--- config.mk ---
export PLATFORM = sky130hd
export DESIGN_NAME = score_bin2bcd
export DESIGN_NICKNAME = d
export VERILOG_FILES = /design/src/rtl/score_disp_pkg.sv /design/src/rtl/bcd_adj3.sv /design/src/rtl/score_bin2bcd.sv
export SDC_FILE = /design/constraint.sdc
export NUM_CORES = 1
export LEC_CHECK = 0
export CAP_MARGIN = 20
export CORE_UTILIZATION = 55
export DETAILED_ROUTE_END_ITERATION = 10
export PLACE_DENSITY = 0.92
export SYNTH_ARGS = -nofsm -noshare
export SYNTH_HDL_FRONTEND = slang
export SYNTH_SLANG_ARGS = --single-unit
--- constraint.sdc ---
create_clock -name clk -period 3.35 [get_ports clk]
set_clock_uncertainty 0.15 [all_clocks]
set_input_delay 0.67 -clock clk [delete_from_list [all_inputs] [get_ports clk]]
set_output_delay 0.67 -clock clk [all_outputs]
set_load 0.02 [all_outputs]
--- src/rtl/score_disp_pkg.sv ---
// -----------------------------------------------------------------------------
// score_disp_pkg
// Shared definitions for the score/timer display path: the digit width, the
// code the seven-segment decoder renders as a dark digit, and the state
// encoding of the binary-to-BCD converter FSM.
// -----------------------------------------------------------------------------
package score_disp_pkg;

   localparam int DIGIT_W = 4;

   // Decoder shows this code as an unlit digit.
   localparam logic [DIGIT_W-1:0] BLANK_CODE = 4'hA;

   typedef enum logic [0:0] {
      IDLE  = 1'b0,
      SHIFT = 1'b1
   } state_t;

endpackage

--- src/rtl/bcd_adj3.sv ---
// -----------------------------------------------------------------------------
// bcd_adj3
// Combinational double-dabble correction for one BCD digit: adds 3 when the
// digit is 5 or more, so that the following left shift carries into the next
// digit exactly when the doubled value reaches 10.
// Ports:
//   digit     in   DIGIT_W  current scratch digit (never above 9)
//   adjusted  out  DIGIT_W  digit after the conditional +3
// -----------------------------------------------------------------------------
module bcd_adj3
   import score_disp_pkg::*;
(
   input  logic [DIGIT_W-1:0] digit,
   output logic [DIGIT_W-1:0] adjusted
);

   // Inputs stay within 0..9, so the 4-bit sum never wraps (max 9+3 = 12).
   assign adjusted = (digit >= 4'd5) ? digit + 4'd3 : digit;

endmodule

--- src/rtl/score_bin2bcd.sv ---
// -----------------------------------------------------------------------------
// score_bin2bcd
// Sequential binary-to-BCD converter for the score/timer display. A start
// strobe in IDLE latches the operand; the shift-and-add-3 algorithm then runs
// one bit per clock. On completion the digits are saturated to all nines if
// the value did not fit, otherwise optionally leading-zero blanked.
// Ports:
//   clk       in   1           system clock, rising edge
//   reset     in   1           asynchronous, active-low
//   start     in   1           conversion request, sampled only in IDLE
//   value     in   WIDTH       unsigned operand, sampled with start
//   blank_lz  in   1           leading-zero blanking enable, sampled with start
//   busy      out  1           conversion in progress
//   done      out  1           one-cycle pulse when bcd/overflow update
//   overflow  out  1           last result exceeded DIGITS digits
//   bcd       out  4*DIGITS    result digits, digit 0 in [3:0]
// -----------------------------------------------------------------------------
module score_bin2bcd
   import score_disp_pkg::*;
#(
   parameter int WIDTH  = 8,
   parameter int DIGITS = 3
) (
   input  logic                       clk,
   input  logic                       reset,
   input  logic                       start,
   input  logic [WIDTH-1:0]           value,
   input  logic                       blank_lz,
   output logic                       busy,
   output logic                       done,
   output logic                       overflow,
   output logic [DIGITS*DIGIT_W-1:0]  bcd
);

   localparam int BCD_W = DIGITS * DIGIT_W;
   localparam int CNT_W = $clog2(WIDTH + 1);

   localparam logic [CNT_W-1:0] CNT_LOAD = CNT_W'(WIDTH);
   localparam logic [CNT_W-1:0] CNT_ONE  = CNT_W'(1);

   state_t              state;
   logic [CNT_W-1:0]    cnt;
   logic [WIDTH-1:0]    bin_sr;
   logic [BCD_W-1:0]    scratch;
   logic [BCD_W-1:0]    adjusted;
   logic [BCD_W-1:0]    scratch_next;
   logic                ovf_scratch;
   logic                ovf_next;
   logic                blank_q;

   // Overflowed results are shown as all nines.
   function automatic logic [BCD_W-1:0] saturate(input logic [BCD_W-1:0] digits,
                                                  input logic            ovf);
      return ovf ? {DIGITS{4'h9}} : digits;
   endfunction

   // Replace leading zero digits with the blank code; digit 0 is always shown.
   function automatic logic [BCD_W-1:0] blank_leading(input logic [BCD_W-1:0] digits);
      logic [BCD_W-1:0] r;
      logic             leading;
      r       = digits;
      leading = 1'b1;
      for (int d = DIGITS - 1; d >= 1; d--) begin
         if (leading && digits[d*DIGIT_W +: DIGIT_W] == 4'h0)
            r[d*DIGIT_W +: DIGIT_W] = BLANK_CODE;
         else
            leading = 1'b0;
      end
      return r;
   endfunction

   function automatic logic [BCD_W-1:0] format_result(input logic [BCD_W-1:0] digits,
                                                       input logic            ovf,
                                                       input logic            blank);
      if (ovf)
         return saturate(digits, ovf);
      else if (blank)
         return blank_leading(digits);
      else
         return digits;
   endfunction

   for (genvar d = 0; d < DIGITS; d++) begin : g_adj
      bcd_adj3 u_adj (
         .digit    (scratch[d*DIGIT_W +: DIGIT_W]),
         .adjusted (adjusted[d*DIGIT_W +: DIGIT_W])
      );
   end

   // The bit leaving the top digit can only be set when the value needs one
   // more digit than we have, so it is sticky for the whole conversion.
   assign scratch_next = {adjusted[BCD_W-2:0], bin_sr[WIDTH-1]};
   assign ovf_next     = ovf_scratch | adjusted[BCD_W-1];
   assign busy         = (state == SHIFT);

   // Control and result registers.
   always_ff @(posedge clk or negedge reset) begin
      if (!reset) begin
         state    <= IDLE;
         cnt      <= '0;
         done     <= 1'b0;
         overflow <= 1'b0;
         bcd      <= '0;
      end else begin
         done <= 1'b0;
         case (state)
            IDLE: begin
               if (start) begin
                  state <= SHIFT;
                  cnt   <= CNT_LOAD;
               end
            end
            SHIFT: begin
               cnt <= cnt - CNT_ONE;
               if (cnt == CNT_ONE) begin
                  state    <= IDLE;
                  done     <= 1'b1;
                  overflow <= ovf_next;
                  bcd      <= format_result(scratch_next, ovf_next, blank_q);
               end
            end
            default: state <= IDLE;
         endcase
      end
   end

   // Conversion scratch datapath; only meaningful while state is SHIFT, and
   // fully reloaded on every accepted start.
   always_ff @(posedge clk) begin
      if (state == IDLE) begin
         if (start) begin
            bin_sr      <= value;
            scratch     <= '0;
            ovf_scratch <= 1'b0;
            blank_q     <= blank_lz;
         end
      end else begin
         bin_sr      <= {bin_sr[WIDTH-2:0], 1'b0};
         scratch     <= scratch_next;
         ovf_scratch <= ovf_next;
      end
   end

endmodule
==> Word level (Yosys, flattened, before mapping) <==
Index checks and enable logic that the tools add are counted.
{ "classes": {"reduce_logical": 6, "addsub": 4, "mux": 25, "eq_ne": 2, "n_bitwise": 2, "order_cmp": 3} }
{ "op_table": {"columns": ["operator", "count"], "rows": [
  ["$mux W12", 4],
  ["$mux W4", 6],
  ["$mux W8", 2],
  ["$add A4 B2 Y4 const B", 3],
  ["$ge A4 B3 Y1 const B", 3],
  ["$mux W1", 11],
  ["$logic_not A4 Y1", 2],
  ["$pmux W4 S2", 1],
  ["$eq A4 B1 Y1 const B", 1],
  ["$reduce_and A2 Y1", 2],
  ["$sub A4 B1 Y4 const B", 1],
  ["$ne A2 B2 Y1 const B", 1],
  ["$pmux W1 S2", 1],
  ["$reduce_bool A2 Y1", 1],
  ["$logic_and A1 B1 Y1", 1],
  ["$not A1 Y1", 1],
  ["$or A1 B1 Y1", 1]
]} }
{ "word_totals": {"input_bits": 12, "reg_bits": 41} }

==> Longest topological paths before layout <==
{ "logic_depth": {"ltp_word": 12, "mapped_depth": 8} }

==> Modules after synthesis <==
A second synthesis with hierarchy kept.
{ "unflattened": {"cells_unflattened": 163, "hier_area_um2": 1910.6} }
{ "modules_own_cells": {"columns": ["module", "area_each_um2", "cells_each", "seq_area_each_um2", "instances"], "rows": [
  ["score_bin2bcd", 1606.5, 115, 1126.1, 1],
  ["bcd_adj3", 101.3, 16, 0.0, 3]
]} }

==> Worst setup path after synthesis <==
Ideal clock, no wire load.
{ "synth_timing": {"path_kind": "register -> register", "from": "reg scratch[8]", "to": "reg bcd[7]", "synth_period_minus_slack_ns": 1.902, "path_buffers": 0, "setup_time_ns": 0.082, "stages_incl_launch_ff": 7, "arrival_time_ns": 1.670, "slack_ns": 1.448, "cell_sequence": "edfxtp_1 -> ha_1 -> nand2b_1 -> a21oi_1 -> mux2i_1 -> nand4_1 -> a31oi_1"} }
{ "synth_between": {"elab_chain_cells": 12} }
{ "synth_lines": {"columns": ["item", "line_no", "source"], "rows": [
  ["start, declared", "score_bin2bcd.sv:44", "logic [BCD_W-1:0] scratch;"],
  ["start signal, assigned", "score_bin2bcd.sv:139", "scratch <= scratch_next;"],
  ["$add A4 B2 Y4 or $ge A4 B3 Y1 (tied branches)", "bcd_adj3.sv:18", "assign adjusted = (digit >= 4'd5) ? digit + 4'd3 : digit;"],
  ["$mux W4 *", "bcd_adj3.sv:18", null],
  ["$logic_not A4 Y1", "score_bin2bcd.sv:64", "if (leading && digits[d*DIGIT_W +: DIGIT_W] == 4'h0)"],
  ["$mux W1", "score_bin2bcd.sv:64", null],
  ["$mux W1", "score_bin2bcd.sv:77", "else if (blank)"],
  ["$mux W1", "score_bin2bcd.sv:75", "if (ovf)"],
  ["$mux W1", "score_bin2bcd.sv:115", "if (cnt == CNT_ONE) begin"],
  ["$mux W1", "score_bin2bcd.sv:106", "case (state)"],
  ["$logic_and A1 B1 Y1", "score_bin2bcd.sv:64", null],
  ["$mux W4", "score_bin2bcd.sv:64", null],
  ["$mux W12", "score_bin2bcd.sv:77", null],
  ["$mux W12 *", "score_bin2bcd.sv:75", null],
  ["end signal, assigned", "score_bin2bcd.sv:119", "bcd <= format_result(scratch_next, ovf_next, blank_q);"],
  ["end, declared", "score_bin2bcd.sv:32", "output logic [DIGITS*DIGIT_W-1:0] bcd"]
]} }
Mark *: on every way between the ends. The rest lies on a longest branch, timed or not. The select of a mux whose other input is x is not followed.
A chain may end at the register's enable or synchronous reset.

==> Final worst setup path <==
{ "layout_timing": {"from": "reg state, in the netlist busy", "to": "out busy"} }
{ "layout_lines": {"columns": ["item", "line_no", "source"], "rows": [
  ["start, declared", "score_bin2bcd.sv:41", "state_t state;"],
  ["start signal, assigned", "score_bin2bcd.sv:99", "state <= IDLE;"],
  ["start signal, assigned", "score_bin2bcd.sv:109", "state <= SHIFT;"],
  ["start signal, assigned", "score_bin2bcd.sv:116", "state <= IDLE;"],
  ["end, declared", "score_bin2bcd.sv:29", "output logic busy,"]
]} }
No word-level cell between the ends.

==> results_dict.tcl <==
set metrics [dict create \
    dieArea_mm2 0.00376 \
    syn_avg_cell_area_um2 11.7 \
    cts-root-buf "clkbuf_4" \
    hold_viol 0 \
    cp.required_ps 2530 \
    cts_buffer_depth 2 \
    seqPwrFrac_pct 42.0 \
    ys_warn_count 0 \
    drc 0 \
    initial_core_util_pct 57.6 \
    crit_fanout 20 \
    core_mm2 0.00336 \
    setup_viol 0 \
    p_sw_mw 0.912 \
    slew-limit-headroom_pct 38.4 \
    post-route-period-util_pct 72.5 \
    row_count 21 \
    gr-total-overflow 0 \
    p_per_area_mw_per_mm2 988 \
    ys_ff_latch 41 \
    cts.sinks 41 \
    cts_tree "done" \
    ys_types 36 \
    synth_area_mm2 0.00194 \
    final.setup.tns_ps 0 \
    fin_nets 216 \
    final_cell_mix "clkdlybuf4s50_1 (26), edfxtp_1 (21), dfrtp_1 (19)" \
    ant_nets 0 \
    r2r_setup_slack_ps 1110 \
    min_path_type "register to register" \
    num_antenna_cells 0 \
    htree_levels 2 \
    cp-end-kind "output pin" \
    via_per_inst 5.81 \
    die_w_um 61.3 \
    synthesis.nets 186 \
    rsz0062_at_grt "false" \
    arrival_ps 1610 \
    antenna_found_initial 0 \
    yosysSeqAreaShare_pct 58.2 \
    syn_inst 166 \
    first_pass_iters 4 \
    worst_pin_slew_ps 922 \
    fmax_ghz 0.412 \
    insertion_delay_ps 360 \
    swShare_pct 40.3 \
    drtIter0Drc 75 \
    clkTransAtPathRegs_ps 130 \
    grt_usage_pct 25.9 \
    maxCapViolations 0 \
    drive_above_1_share_pct 9.14 \
    finalCriticalPeriod_ps 2430 \
    grt_max_degree 21 \
    final_common_cell "clkdlybuf4s50_1" \
    crit_start "busy" \
    avgRoutedWirePerCell_um 17.1 \
    vdd_drop_max_mv 0.515 \
    startpoint_type "register" \
    power_leakage_nw 0.953 \
    power.share.clock_pct 10.8 \
    place_inst 235 \
    p_int_mw 1.35 \
    wl_um 4150 \
    cts_setup_buffers 0 \
    vias 1412 \
    io_buffers 26 \
    status "completed" \
    fp.dieH_um 61.3 \
    worstSetupPathType "register to output pin" \
    reg2reg_from "scratch[8]" \
    hold_path_startpoint "bcd[9]" \
    slew_viol_final 0 \
    first_global_vias 1396 \
    syn2layout_area_growth_pct 18.2 \
    numCtsBuffers 5 \
    hpwl_um 2920 \
    cts_resized 0 \
    grt_pass1_wl_um 6710 \
    pwr-share-comb_pct 47.2 \
    gp_congestion 0.828 \
    fin_cells 243 \
    pin_count 27 \
    holdBufCountCts 0 \
]
==> worst paths after layout <==
kind | to | depth (start not counted)
hold / removal | bcd[9] | 2
hold reg to reg | bcd[9] | 2
min in group asynchronous | overflow | 1
setup / recovery | busy | 2
setup reg to reg | bcd[7] | 7
max in group asynchronous | bcd[7] | 1
==> critical path: stages, from the launching register on <==
cell and delay (ps):
dfrtp_1 380, buf_4 230, clkdlybuf4s50_1 640
==> cell families after synthesis <==
group / count (synthesis) / synth area share, %
compound gates: 40 / 14.2
xor+xnor: 3 / 1.36
fa+ha+maj: 8 / 5.17
buf+inv: 16 / 3.75
flops: 41 / 58.2
mux: 5 / 2.59
simple gates: 53 / 14.7
==> synthesized netlist by cell type (all sizes together) <==
cell type | count | area share, %
nand2b | 3 | 0.97
and2 | 8 | 2.6
o21ai | 8 | 2.5
nor2b | 1 | 0.32
dfxtp | 1 | 1.0
buf | 4 | 1.4
nor3b | 6 | 2.6
a211oi | 1 | 0.65
nand3b | 1 | 0.58
dfrtp | 19 | 25
nand4 | 1 | 0.32
a22o | 12 | 5.4
and4b | 1 | 0.58
a31oi | 2 | 0.65
edfxtp | 21 | 33
inv | 11 | 2.1
or3 | 1 | 0.32
ha | 8 | 5.2
nor2 | 17 | 3.4
nand2 | 13 | 2.5
o22ai | 1 | 0.32
and3b | 1 | 0.52
a21oi | 13 | 3.4
xnor2 | 3 | 1.4
o22a | 2 | 0.91
clkbuf | 1 | 0.19
mux2i | 5 | 2.6
a41oi | 1 | 0.45
==> per-layer routing <==
layer | part of all wire (%) | wire [µm] | up-vias | GRT usage, %
li1 | - | - | 654 | -
met1 | 42 | 1740 | 695 | 32.5
met2 | 51 | 2090 | 53 | 41.8
met3 | 5.8 | 241 | 10 | 8.61
met4 | 1.6 | 65 | 0 | 10.1
met5 | 0 | 0 | - | 0
==> registers in the layout, summed over array words and instances, names as in the netlist <==
signal       cells
ovf_scratch      1
blank_q          1
overflow         1
bin_sr           8
bcd             12
cnt              4
scratch         12
done             1
busy             1
==> power by group through the flow <==
stage / Sequential [mW] / Clock (mW) / Combinational, mW
floorplan: 0.990 / 0 / 0.667
global placement: 0.933 / 0 / 0.988
detailed placement: 0.953 / 0 / 1.05
CTS: 0.944 / 0.244 / 1.07
global route: 0.971 / 0.267 / 1.17
finish: 0.950 / 0.245 / 1.07
==> metrics by stage <==
| step | cell area, µm² | hold slack, ps | util [%] | worst slack (ps) | power (mW) |
|---|---|---|---|---|---|
| final | 2290 | 360 | 68.0 | 922 | 2.26 |
| after global routing | 2290 | 385 | 68.0 | 869 | 2.41 |
| after CTS | 2290 | 360 | 68.0 | 924 | 2.25 |
| after detailed placement | 2240 | 331 | 66.5 | 910 | 2.01 |
| after global placement | 2240 | 319 | 66.5 | 981 | 1.92 |
| after floorplan | 1940 | 224 | - | 1450 | 1.66 |
==> layout make-up <==
type,count,area (µm²)
Clock buffer,6,41.3
Clock inverter,2,10.0
Fill cell,257,1070
Inverter,11,41.3
Multi-Input combinational cell,109,737
Sequential cell,41,1130
Tap cell,46,57.6
Timing Repair Buffer,28,275
(Power assumes the default switching activity.)
